--- config.mk ---
export PLATFORM = sky130hd
export DESIGN_NAME = instr_fetch_stage
export DESIGN_NICKNAME = d
export VERILOG_FILES = /design/src/rtl/instr_fetch_stage_pkg.sv /design/src/rtl/instr_fetch_stage_if_id_reg.sv /design/src/rtl/instr_fetch_stage.sv
export SDC_FILE = /design/constraint.sdc
export NUM_CORES = 1
export LEC_CHECK = 0
export BUFFER_PORTS_ARGS = -buffer_cell sky130_fd_sc_hd__buf_2
export CORE_ASPECT_RATIO = 1.25
export CORE_MARGIN = 10
export CORE_UTILIZATION = 51
export DETAILED_ROUTE_END_ITERATION = 10
export PLACE_DENSITY_LB_ADDON = 0.1
export SLEW_MARGIN = 40
export SYNTH_ARGS = -nofsm -noshare
export SYNTH_HDL_FRONTEND = slang
export SYNTH_SLANG_ARGS = --single-unit
--- constraint.sdc ---
create_clock -name clk -period 5.4 [get_ports clk]
set_input_delay 0.27 -clock clk [delete_from_list [all_inputs] [get_ports clk]]
set_output_delay 0.27 -clock clk [all_outputs]
set_load 0.1 [all_outputs]
--- src/rtl/instr_fetch_stage_pkg.sv ---
// Shared types and constants for the RV32I fetch stage.
// Fetch FSM encodings, the NOP bubble word and the IF/ID bundle.
package instr_fetch_stage_pkg;

    localparam logic [31:0] INSTR_NOP    = 32'h0000_0013;
    localparam logic [31:0] RESET_PC_DEF = 32'h0000_0000;

    typedef enum logic [2:0] {
        S_IDLE = 3'd0,
        S_REQ  = 3'd1,
        S_WAIT = 3'd2,
        S_HOLD = 3'd3,
        S_DROP = 3'd4
    } fetch_state_e;

    typedef struct packed {
        logic [31:0] instr;
        logic [31:0] pc;
        logic        valid;
    } if_id_t;

endpackage

--- src/rtl/instr_fetch_stage_if_id_reg.sv ---
// IF/ID pipeline register: flush beats load, otherwise holds.
// Flush turns the slot into a NOP bubble but keeps the PC.
module instr_fetch_stage_if_id_reg
    import instr_fetch_stage_pkg::*;
(
    input  logic   clk,
    input  logic   rst,
    input  logic   load,
    input  logic   flush,
    input  if_id_t din,
    output if_id_t q
);

    always_ff @(posedge clk or posedge rst) begin
        if (rst) begin
            q <= '{instr: INSTR_NOP, pc: 32'd0, valid: 1'b0};
        end else if (flush) begin
            q.instr <= INSTR_NOP;
            q.valid <= 1'b0;
        end else if (load) begin
            q <= din;
        end
    end

endmodule

--- src/rtl/instr_fetch_stage.sv ---
// RV32I fetch stage: PcF, one-outstanding imem handshake, IF/ID register.
// Define IF_PERF_CNT_EN to add fetch_cnt / redirect_cnt counters.
module instr_fetch_stage
    import instr_fetch_stage_pkg::*;
#(
    parameter logic [31:0] RESET_PC = RESET_PC_DEF,
    parameter int          XLEN     = 32
) (
    input  logic            clk,
    input  logic            rst,
    input  logic            StallD,
    input  logic            FlushD,
    input  logic            JalD,
    input  logic [XLEN-1:0] JalTargetD,
    input  logic            BrRedirectE,
    input  logic [XLEN-1:0] BrTargetE,
    output logic            imem_req,
    output logic [XLEN-1:0] imem_addr,
    input  logic            imem_ready,
    input  logic            imem_rvalid,
    input  logic [XLEN-1:0] imem_rdata,
    output logic [XLEN-1:0] InstrD,
    output logic [XLEN-1:0] PCD,
    output logic            ValidD
`ifdef IF_PERF_CNT_EN
   ,output logic [31:0]     fetch_cnt,
    output logic [31:0]     redirect_cnt
`endif
);

    fetch_state_e    state;
    logic [XLEN-1:0] pc_f;
    logic [XLEN-1:0] hold;
    logic            redir;
    logic [XLEN-1:0] tgt;
    logic            ld;
    if_id_t          ld_d;
    if_id_t          ifid_q;

    always_comb begin
        redir = BrRedirectE | JalD;
        tgt   = BrRedirectE ? BrTargetE : JalTargetD;
        ld    = !redir && !StallD &&
                ((state == S_WAIT && imem_rvalid) || state == S_HOLD);
        ld_d  = '{instr: (state == S_HOLD) ? hold : imem_rdata,
                  pc:    pc_f,
                  valid: 1'b1};
    end

    // A redirect never loads IF/ID; an in-flight request becomes stale (DROP).
    always_ff @(posedge clk or posedge rst) begin
        if (rst) begin
            state    <= S_IDLE;
            pc_f     <= RESET_PC;
            hold     <= '0;
            imem_req <= 1'b0;
        end else if (redir) begin
            pc_f <= tgt;
            hold <= '0;
            unique case (state)
                S_REQ: begin
                    state    <= imem_ready ? S_DROP : S_REQ;
                    imem_req <= !imem_ready;
                end
                S_WAIT, S_DROP: begin
                    state    <= imem_rvalid ? S_REQ : S_DROP;
                    imem_req <= imem_rvalid;
                end
                default: begin
                    state    <= S_REQ;
                    imem_req <= 1'b1;
                end
            endcase
        end else begin
            unique case (state)
                S_IDLE: begin
                    state    <= S_REQ;
                    imem_req <= 1'b1;
                end
                S_REQ: begin
                    if (imem_ready) begin
                        state    <= S_WAIT;
                        imem_req <= 1'b0;
                    end
                end
                S_WAIT: begin
                    if (imem_rvalid && StallD) begin
                        hold  <= imem_rdata;
                        state <= S_HOLD;
                    end else if (imem_rvalid) begin
                        pc_f     <= pc_f + 32'd4;
                        state    <= S_REQ;
                        imem_req <= 1'b1;
                    end
                end
                S_HOLD: begin
                    if (!StallD) begin
                        pc_f     <= pc_f + 32'd4;
                        state    <= S_REQ;
                        imem_req <= 1'b1;
                    end
                end
                S_DROP: begin
                    if (imem_rvalid) begin
                        state    <= S_REQ;
                        imem_req <= 1'b1;
                    end
                end
                default: begin
                    state    <= S_IDLE;
                    imem_req <= 1'b0;
                end
            endcase
        end
    end

    instr_fetch_stage_if_id_reg u_if_id (
        .clk   (clk),
        .rst   (rst),
        .load  (ld),
        .flush (FlushD),
        .din   (ld_d),
        .q     (ifid_q)
    );

    assign imem_addr = pc_f;
    assign InstrD    = ifid_q.instr;
    assign PCD       = ifid_q.pc;
    assign ValidD    = ifid_q.valid;

`ifdef IF_PERF_CNT_EN
    always_ff @(posedge clk or posedge rst) begin
        if (rst) begin
            fetch_cnt    <= 32'd0;
            redirect_cnt <= 32'd0;
        end else begin
            if (ld && !FlushD)
                fetch_cnt <= fetch_cnt + 32'd1;
            if (redir)
                redirect_cnt <= redirect_cnt + 32'd1;
        end
    end
`endif

endmodule

Yosys cells after proc, flatten, opt, wreduce, memory -nomap -nowiden
Cells that the tools add are included.

Divide/modulo/power cells: 0. Reduce and logical (&&, ||, !) cells: 19. Multipliers: 0. Add/subtract/negate cells: 1. $lt $le $gt $ge: 0. Equal/unequal tests: 8. Shifts and indexed selects: 0. Multiplexer cells: 29. Bitwise gates (word level): 2.

Operators by type and width (number): 32-bit 2-to-1 mux (10); 65-bit 2-to-1 mux (1); 32-bit one-hot mux with 2 select lines (1); 32-bit by 3-bit adder with 32-bit output, second input constant (1); 3-bit 2-to-1 mux (7); 3-bit one-hot mux with 5 select lines (1); 3-bit inequality test, second input constant (4); 3-bit by 2-bit equality test with 1-bit output, second input constant (2); 1-bit 2-to-1 mux (6); 3-bit one-hot mux with 2 select lines (1); 2-bit AND reduction (3); 2-bit nonzero test (3); 1-bit one-hot mux with 5 select lines (1); 1-bit logical AND (4); 4-bit AND reduction (1); 3-bit by 1-bit equality test with 1-bit output, second input constant (1); 3-bit equality test, second input constant (1); 1-bit zero test (3); 3-bit zero test (1); 3-bit AND reduction (1); 3-bit nonzero test (1); 1-bit one-hot mux with 2 select lines (1); 2-bit OR reduction (1); 1-bit logical OR (1); 2 further kinds (2).

Memories: 0. Logic and storage cells: 66. Register bits: 133. ROM bits: 0. Output and inout port bits: 98. RAM bits: 0. Latch bits: 0. Input port bits: 104.

Depth between registers and ports, before layout
Gate-level depths: netlist of run 1.

Depth after elaboration: 6. Mapped depth: 8. Depth with buffers taken out: 6.

Cells and area by module
From an unflattened synthesis of run 1, not the netlist that was laid out.

Cell total of the unflattened synthesis: 701. Area, all modules: 7190.6 um^2.

Modules (own cells, without submodules): instr_fetch_stage (seq. area each 1701.6 um^2, cells an instance 524, instances 1, area each 4524.3 um^2); instr_fetch_stage_if_id_reg (seq. area each 1630.3 um^2, cells an instance 177, instances 1, area each 2666.3 um^2).

Worst setup path after synthesis of run 1
OpenSTA, ideal clock, no wires.

Kind: reg2reg. From: register pc_f[4], in the netlist imem_addr[4]. To: register pc_f[30], in the netlist imem_addr[30]. Cell stages (with the launch flop): 6. Slack: 2656 ps. Arrival: 2620 ps. Required time: 5276 ps. Library setup time: 124 ps. Buffers on the path: 1. Period minus slack after synthesis: 2744 ps. Cells stage by stage: dfrtp_1 > nand4_1 > or4_4 > buf_6 > o31a_1 > o31a_1.

Word-level cells in the longest chain between the ends: 5. Elaborated cells on any way between the ends: 6. Classes of those cells: add/sub: 1; mux: 5.

RTL lines: start: declaration (RTL line instr_fetch_stage.sv:32) `logic [XLEN-1:0] pc_f;`; start signal: assignment (RTL line instr_fetch_stage.sv:58) `pc_f <= tgt;`; start signal: assignment (RTL line instr_fetch_stage.sv:91) `pc_f <= pc_f + 32'd4;`; start signal: assignment (RTL line instr_fetch_stage.sv:98) `pc_f <= pc_f + 32'd4;`; 32-bit by 3-bit adder with 32-bit output (*) (RTL line instr_fetch_stage.sv:91, instr_fetch_stage.sv:98); 32-bit 2-to-1 mux (RTL line instr_fetch_stage.sv:90) `end else if (imem_rvalid) begin`; 32-bit 2-to-1 mux (RTL line instr_fetch_stage.sv:87) `if (imem_rvalid && StallD) begin`; 32-bit one-hot mux with 2 select lines (*) (RTL line instr_fetch_stage.sv:75) `unique case (state)`; 32-bit 2-to-1 mux (*) (RTL line instr_fetch_stage.sv:57) `end else if (redir) begin`.

Mark *: on every way between the ends. The rest lies on a longest branch, timed or not. The select of a mux whose other input is x is not followed. A chain may end at the register's enable or synchronous reset.

Worst setup path after layout of run 1
From: register state[2]. To: register u_if_id.q[27] in the netlist's numbering.

Word-level cells in the longest chain between the ends: 5. Elaborated cells on any way between the ends: 6. Classes of those cells: eq/ne: 2; reduce/logical: 4.

RTL lines: start: declaration (RTL line instr_fetch_stage.sv:31) `fetch_state_e state;`; start signal: assignment (RTL line instr_fetch_stage.sv:62) `state <= imem_ready ? S_DROP : S_REQ;`; start signal: assignment (RTL line instr_fetch_stage.sv:66) `state <= imem_rvalid ? S_REQ : S_DROP;`; 3-bit by 2-bit equality test with 1-bit output (RTL line instr_fetch_stage.sv:44) `((state == S_WAIT && imem_rvalid) || state == S_HOLD);`; 1-bit logical AND (RTL line instr_fetch_stage.sv:44); 1-bit logical OR (*) (RTL line instr_fetch_stage.sv:44); 1-bit logical AND (*) (RTL line instr_fetch_stage.sv:43) `ld = !redir && !StallD &&`; 2-bit AND reduction (no line) (*); end signal: assignment (RTL line instr_fetch_stage_if_id_reg.sv:16) `q <= '{instr: INSTR_NOP, pc: 32'd0, valid: 1'b0};`; end signal: assignment (RTL line instr_fetch_stage_if_id_reg.sv:21) `q <= din;`; end: declaration (RTL line instr_fetch_stage_if_id_reg.sv:11) `output if_id_t q`.

Mark *: on every way between the ends. The rest lies on a longest branch, timed or not.

==> results of run 1 <==
-- kinds of logic (layout without fill, tap and decap cells) --
kind of cell               count (synthesis)  count (layout)  share of synthesized area, %
buffers and inverters                     56             251                         3.699
xor gates and xnor gates                  21              21                         2.862
and+or+nand+nor                          276             276                         19.76
other                                      0               1                             0
adders and majority gates                  1               1                        0.1946
muxes                                     40              40                         6.872
AOI/OAI and AO/OA                        143             143                         14.78
DFF                                      133             133                         51.84
-- layout make-up --
| cell class | count | area [µm²] |
|---|---|---|
| fillers | 1021 | 4070 |
| flip-flops and latches | 133 | 3332 |
| multi-input cells | 481 | 2893 |
| repair buffers | 210 | 1115 |
| clock buffers | 23 | 467.9 |
| well taps | 164 | 205.2 |
| clock inverters | 9 | 150.1 |
| inverters | 9 | 38.79 |
| diodes | 1 | 2.502 |
-- per-layer routing --
metal / vias to the layer above / wire (µm) / track usage [%] / part of all wire [%]
li1: 2727 / - / - / -
met1: 2838 / 7372 / 24.93 / 38
met2: 215 / 10210 / 38.48 / 53
met3: 19 / 1541 / 6.860 / 8.0
met4: 0 / 242 / 6.046 / 1.2
met5: - / 0 / 0 / 0
-- cell usage after synthesis, drive strengths merged, types with 6 or more instances --
library cell  number  area share (%)
a211oi            14             1.6
a21oi             57             4.4
a311oi            29             4.0
buf                9            0.95
clkbuf            38             2.2
dfrtp            130              51
inv                9            0.53
mux2              33             5.8
mux2i              7             1.1
nand2            154             9.0
nand3             18             1.4
nand4             12             1.2
nor2              41             2.4
nor2b             16             1.6
nor3               7            0.55
nor4               6             1.1
o21ai             12            0.93
o22ai              6            0.58
xnor2              7            0.95
xor2              14             1.9
-- registers in the layout (all words and copies together), names as in the netlist --
| register | cells |
|---|---|
| imem_addr | 32 |
| imem_req | 1 |
| hold | 32 |
| u_if_id.q | 65 |
| state | 3 |
-- repair_timing --
action,4_1_cts,5_1_grt
buffers inserted,0,0
hold endpoints to repair,64,0
hold buffers,1,0
-- power groups by stage --
| stage | combinational [mW] | sequential (mW) | clock [mW] |
|---|---|---|---|
| CTS | 1.29 | 1.22 | 1.22 |
| global placement | 1.28 | 1.23 | 0 |
| global route | 1.35 | 1.24 | 1.27 |
| detailed placement | 1.29 | 1.23 | 0 |
| floorplan | 0.284 | 1.98 | 0 |
| finish | 1.29 | 1.22 | 1.21 |
-- worst reg2reg max path, cell delays in order, from the launching register on --
cell and delay (ps):
dfrtp_1 470, or3b_1 500, nor2_2 350, nand2_1 340, nor2_4 550, buf_16 230, mux2_2 360
-- stage by stage --
stage / cells / setup slack [ps] / cell area [µm²] / hold WS [ps]
6_report: 1030 / 2484 / 8204 / 60.89
2_1_floorplan: 670 / 1581 / 6427 / 391.0
3_5_place_dp: 996 / 2599 / 7562 / 395.2
3_3_place_gp: 993 / 2513 / 7500 / 384.5
4_1_cts: 1029 / 2567 / 8190 / 55.38
5_1_grt: 1030 / 2371 / 8204 / 84.31
-- how the worst min path moves through the flow --
| stage | from | end | slack, ps | depth (start not counted) |
|---|---|---|---|---|
| 3_3_place_gp | rst | u_if_id.q[26]$_DFFE_PP0P_ | 380 | 2 |
| 4_1_cts | BrTargetE[1] | imem_addr[1]$_DFFE_PP0P_ | 60 | 3 |
| 5_1_grt | BrTargetE[1] | imem_addr[1]$_DFFE_PP0P_ | 80 | 3 |
| 3_5_place_dp | rst | u_if_id.q[26]$_DFFE_PP0P_ | 400 | 2 |
| 6_report | BrTargetE[1] | imem_addr[1]$_DFFE_PP0P_ | 60 | 3 |
| 2_1_floorplan | BrTargetE[0] | imem_addr[0]$_DFFE_PP0P_ | 390 | 2 |
==> run metrics, run 1 <==
routability cong. around 0.84; status completed; post-synthesis sequential area ratio just over 50%; largest net degree at the start of global routing 70; most common cell after layout, fill and taps aside buf_2; Synth async-reset ratio 100.0%; Clk pwr share approximately 33%; Die Ht 145.5 µm; power density over the cells ~450 nW/µm²; Max Cap Violations 0; initial antenna violation count 1; worst endpoint required time 5690 ps; maximum fanout along the worst path 17; Crit. Startpoint state[2]$_DFFE_PP0P_; flops & latches, synth 133; Core Region 12,270 µm²; crit path capture type flip-flop; RSZ-0062 raised after global routing no; Mean Syn Cell Area roughly 9.6 µm²; crit share post-route between 50% and 60%; worst r2r src state[2]$_DFFE_PP0P_; Final Slew Violations 0; Worst slew margin a little under half; Worst path top cell family by delay simple AND/OR/NAND/NOR gates; Combinational Power Share between 30% and 40%; worst-case reg-to-reg path depth 6; Detailed Route Iter0 Violations 439; Crit-path slowest cell nor2_4; Setup TNS 0 ps; drt wl/cell 18.80 µm; Synth cell types 52; arrival time worst endpoint ~3200 ps; synthesized instance count between 600 and 700; CTS tree yes; r2r endpoint u_if_id.q[27]$_DFFE_PP0P_; Mapped Nets just under 800; Final Core Density 66.84%; io pins 202; Pre-antenna DRT Iters 5; LEAKAGE around 3.8 nW; mapped cell area 6427 µm²; layout cells sized above 1 between 30% and 40%; Crit Path Category flip-flop to flip-flop; number of synthesized flops with an enable pin 0; number of port buffers between 200 and 250; WL final approximately 19 mm; first-pass GRT wire length 31.54 mm; drt drc 0; max incr delay on CP around 540 ps; worst-case clock buffer depth 2; worst skew pair latency roughly 420 ps; R2R Setup Slk 2480 ps; PostCTS Resize Cnt 0; nets@finish around 960; Worst VDD drop around 240 µV; instance count on the critical path 6; vias in the first global route just over 6,000; CTS H-tree depth 4; Switch Pwr approximately 1.6 mW; Yosys Warn Count 0; design internal power between 2 and 2.5 mW; vias post-DR 5,799; vias per std cell roughly 5.6; Total GRT Usage between 20% and 30%; synthesis-to-layout area growth 27.64%; Routed Antenna Nets 0; most frequent cells in the layout buf_2 (201), nand2_1 (154), dfrtp_1 (130); CTS sink cnt 133; Main synth FF type dfrtp_1; sw frac 42.36%; Final setup viols 0; total CTS buffers 17; register share of total power about a third; Clock Pin Slew Worst Setup and Hold Paths roughly 60 ps; num rows 45; gr ovfl total 0; Die ar. 17,520 µm²; CP Cell Sequence or3b_1 -> nor2_2 -> nand2_1 -> nor2_4 -> buf_16 -> mux2_2; Critical path buffers and inverters 1; starting density of the core between 50% and 60%; min cycle time layout 2916 ps; CTS Root Cell clkbuf_16; Worst Skew approximately 7.6 ps; Final Power between 3 and 4 mW; worst hold path type input pin to flip-flop; Final Hold Viols 0; Critical Path Start Type flip-flop; crit path capture u_if_id.q[27]$_DFFE_PP0P_; Die Width around 120 µm; Fmax 342.9 MHz; Post-DP HPWL 13.75 mm; Least-Margin Pin Slew about 810 ps
Note: power is estimated with default switching activity, not from simulation.
==> inputs of run 2 (changes only) <==
--- a/config.mk
+++ b/config.mk
@@ -8,7 +8,7 @@
 export BUFFER_PORTS_ARGS = -buffer_cell sky130_fd_sc_hd__buf_2
 export CORE_ASPECT_RATIO = 1.25
 export CORE_MARGIN = 10
-export CORE_UTILIZATION = 51
+export CORE_UTILIZATION = 46
 export DETAILED_ROUTE_END_ITERATION = 10
 export PLACE_DENSITY_LB_ADDON = 0.1
 export SLEW_MARGIN = 40
==> constraint.sdc (replaced) <==
create_clock -name clk -period 2.4 [get_ports clk]
set_input_delay 0.12 -clock clk [delete_from_list [all_inputs] [get_ports clk]]
set_output_delay 0.12 -clock clk [all_outputs]
set_load 0.1 [all_outputs]
==> run 2 against run 1 <==
Against the previous run:
- largest power group unchanged
- cell count is 8.1% higher
- sequential power up 120%
- highest routed layer is now met5
- critical endpoint is now imem_addr[30]$_DFFE_PP0P_
- worst hold slack worse by 48 ps
- critical path type unchanged
- die area rose by 9.2%
- count of clock-buffer cells in the layout shrank 2
- largest cell class unchanged
==> run metrics, run 2 (synthesis gave the netlist of run 1 again) <==
Worst slew margin 50.90%; Die Width about 130 µm; min cycle time layout between 2000 and 2500 ps; CP Cell Sequence or3b_1 -> or4_4 -> o31a_1 -> o31a_1; arrival time worst endpoint around 2500 ps; worst hold path type input pin to flip-flop; Pre-antenna DRT Iters 5; gr ovfl total 0; total CTS buffers 17; number of port buffers around 200; Routed Antenna Nets 0; worst-case clock buffer depth 2; Post-DP HPWL approximately 14 mm; CTS Root Cell clkbuf_16; Final Slew Violations 0; first-pass GRT wire length 32.86 mm; vias post-DR just over 6,000; max reg flops 65; worst skew pair latency 410 ps; crit share post-route 91.55%; CP most frequent cell o31a_1; max incr delay on CP 650 ps; LEAKAGE between 4 and 5 nW; Biggest register u_if_id.q; vias per std cell about 5.5; drt wl/cell approximately 18 µm; Sequential Area approximately 3400 µm²; Core Region 13,750 µm²; Worst VDD drop a little under 700 µV; most common cell after layout, fill and taps aside buf_2; initial antenna violation count 2; crit path capture type flip-flop; nets@finish between 1,000 and 1,500; CTS H-tree depth 4; Final setup viols 0; Total GRT Usage just over 20%; Crit Path Category flip-flop to flip-flop; drt drc 0; area of the multi-input gates approximately 2900 µm²; io pins slightly above 200; starting density of the core between 40% and 50%; layout cells sized above 1 between 30% and 40%; Least-Margin Pin Slew approximately 740 ps; Detailed Route Iter0 Violations about 400; status completed; WL final 20.51 mm; CTS tree yes; Crit-path slowest cell or4_4; Critical Path Start Type flip-flop; Fmax roughly 460 MHz; Clock Pin Slew Worst Setup and Hold Paths roughly 50 ps; Fillers roughly 1,200; hold_ws around 13 ps; RSZ-0062 raised after global routing no; maximum fanout along the worst path 9; Die Ht between 150 and 200 µm; power density over the cells around 930 nW/µm²; vias in the first global route 6,332; most frequent cells in the layout buf_2 (201), nand2_1 (154), dfrtp_1 (115); CTS sink cnt 133; largest net degree at the start of global routing 134; Max Cap Violations 0; synthesis-to-layout area growth 37.75%; routability cong. approximately 0.85; Die ar. ~19,000 µm²; num rows between 40 and 50; worst endpoint required time about 2700 ps; Final Hold Viols 0; Setup TNS 0 ps; Worst Skew around 8.5 ps
## run 2: cell types whose count changed in the layout (fill, tap and decap cells not counted), sizes merged
cell         delta
buf            +18
bufinv          -2
clkbuf          -2
clkinv          +3
clkinvlp        +1
dlygate4sd3    +55
inv             -1
## run 2: layout make-up
class	count	area share [%]
well taps	175	2.473
diodes	1	0.02826
inverters	9	0.4240
clock inverters	10	1.230
clock buffers	21	5.088
repair buffers	283	20.32
flip-flops and latches	133	37.85
multi-input cells	481	32.59
## run 2: metrics by stage
step	power, mW	utilization, %	setup slack (ps)	std cells	instance area (µm²)
global route	8.584	64.37	161.7	1113	8853
detailed placement	5.753	56.21	213.7	1025	7731
floorplan	5.104	-	19.28	670	6450
finish	8.277	64.37	202.8	1113	8853
global placement	5.711	56.21	267.1	1025	7731
CTS	8.329	64.36	206.0	1112	8851
## run 2: path summary, 6_finish.rpt
kind,endpoint,startpoint,depth (start not counted),slack (ps)
setup reg to reg,imem_addr[30]$_DFFE_PP0P_,state[2]$_DFFE_PP0P_,4,200
min in group asynchronous,u_if_id.q[27]$_DFFE_PP0P_,rst,4,460
hold / removal,imem_addr[4]$_DFFE_PP0P_,BrTargetE[4],3,10
setup / recovery,imem_addr[30]$_DFFE_PP0P_,state[2]$_DFFE_PP0P_,4,200
hold reg to reg,u_if_id.q[18]$_DFFE_PP0P_,u_if_id.q[18]$_DFFE_PP0P_,1,500
max in group asynchronous,imem_addr[5]$_DFFE_PP0P_,rst,4,1340
## run 2: routing by layer
layer	GRT usage (%)	part of all wire [%]	routed length, µm	vias up
li1	-	-	-	2890
met1	23.72	40	8100	2978
met3	5.848	7.4	1523	23
met5	0	0.063	13	-
met2	35.86	52	10590	219
met4	6.429	1.4	278	2
## run 2: critical path, delay by kind of cell, from the launching register on
kind,cells,cell delay [ps]
flops,1,380
compound gates,2,600
simple gates,2,1100
## run 2: timing repair
| item | in CTS | in global routing |
|---|---|---|
| setup buffers | 0 | 0 |
| hold endpoints to repair | 209 | 0 |
| resized for setup | 0 | 0 |
| hold buffers | 56 | 0 |
## run 2: power by group
| part | leakage (nW) | internal [mW] | switching (mW) |
|---|---|---|---|
| combinational | 2.09 | 0.638 | 2.42 |
| sequential | 1.74 | 2.51 | 0.209 |
| clock | 0.272 | 1.54 | 0.955 |
| total | 4.10 | 4.69 | 3.59 |
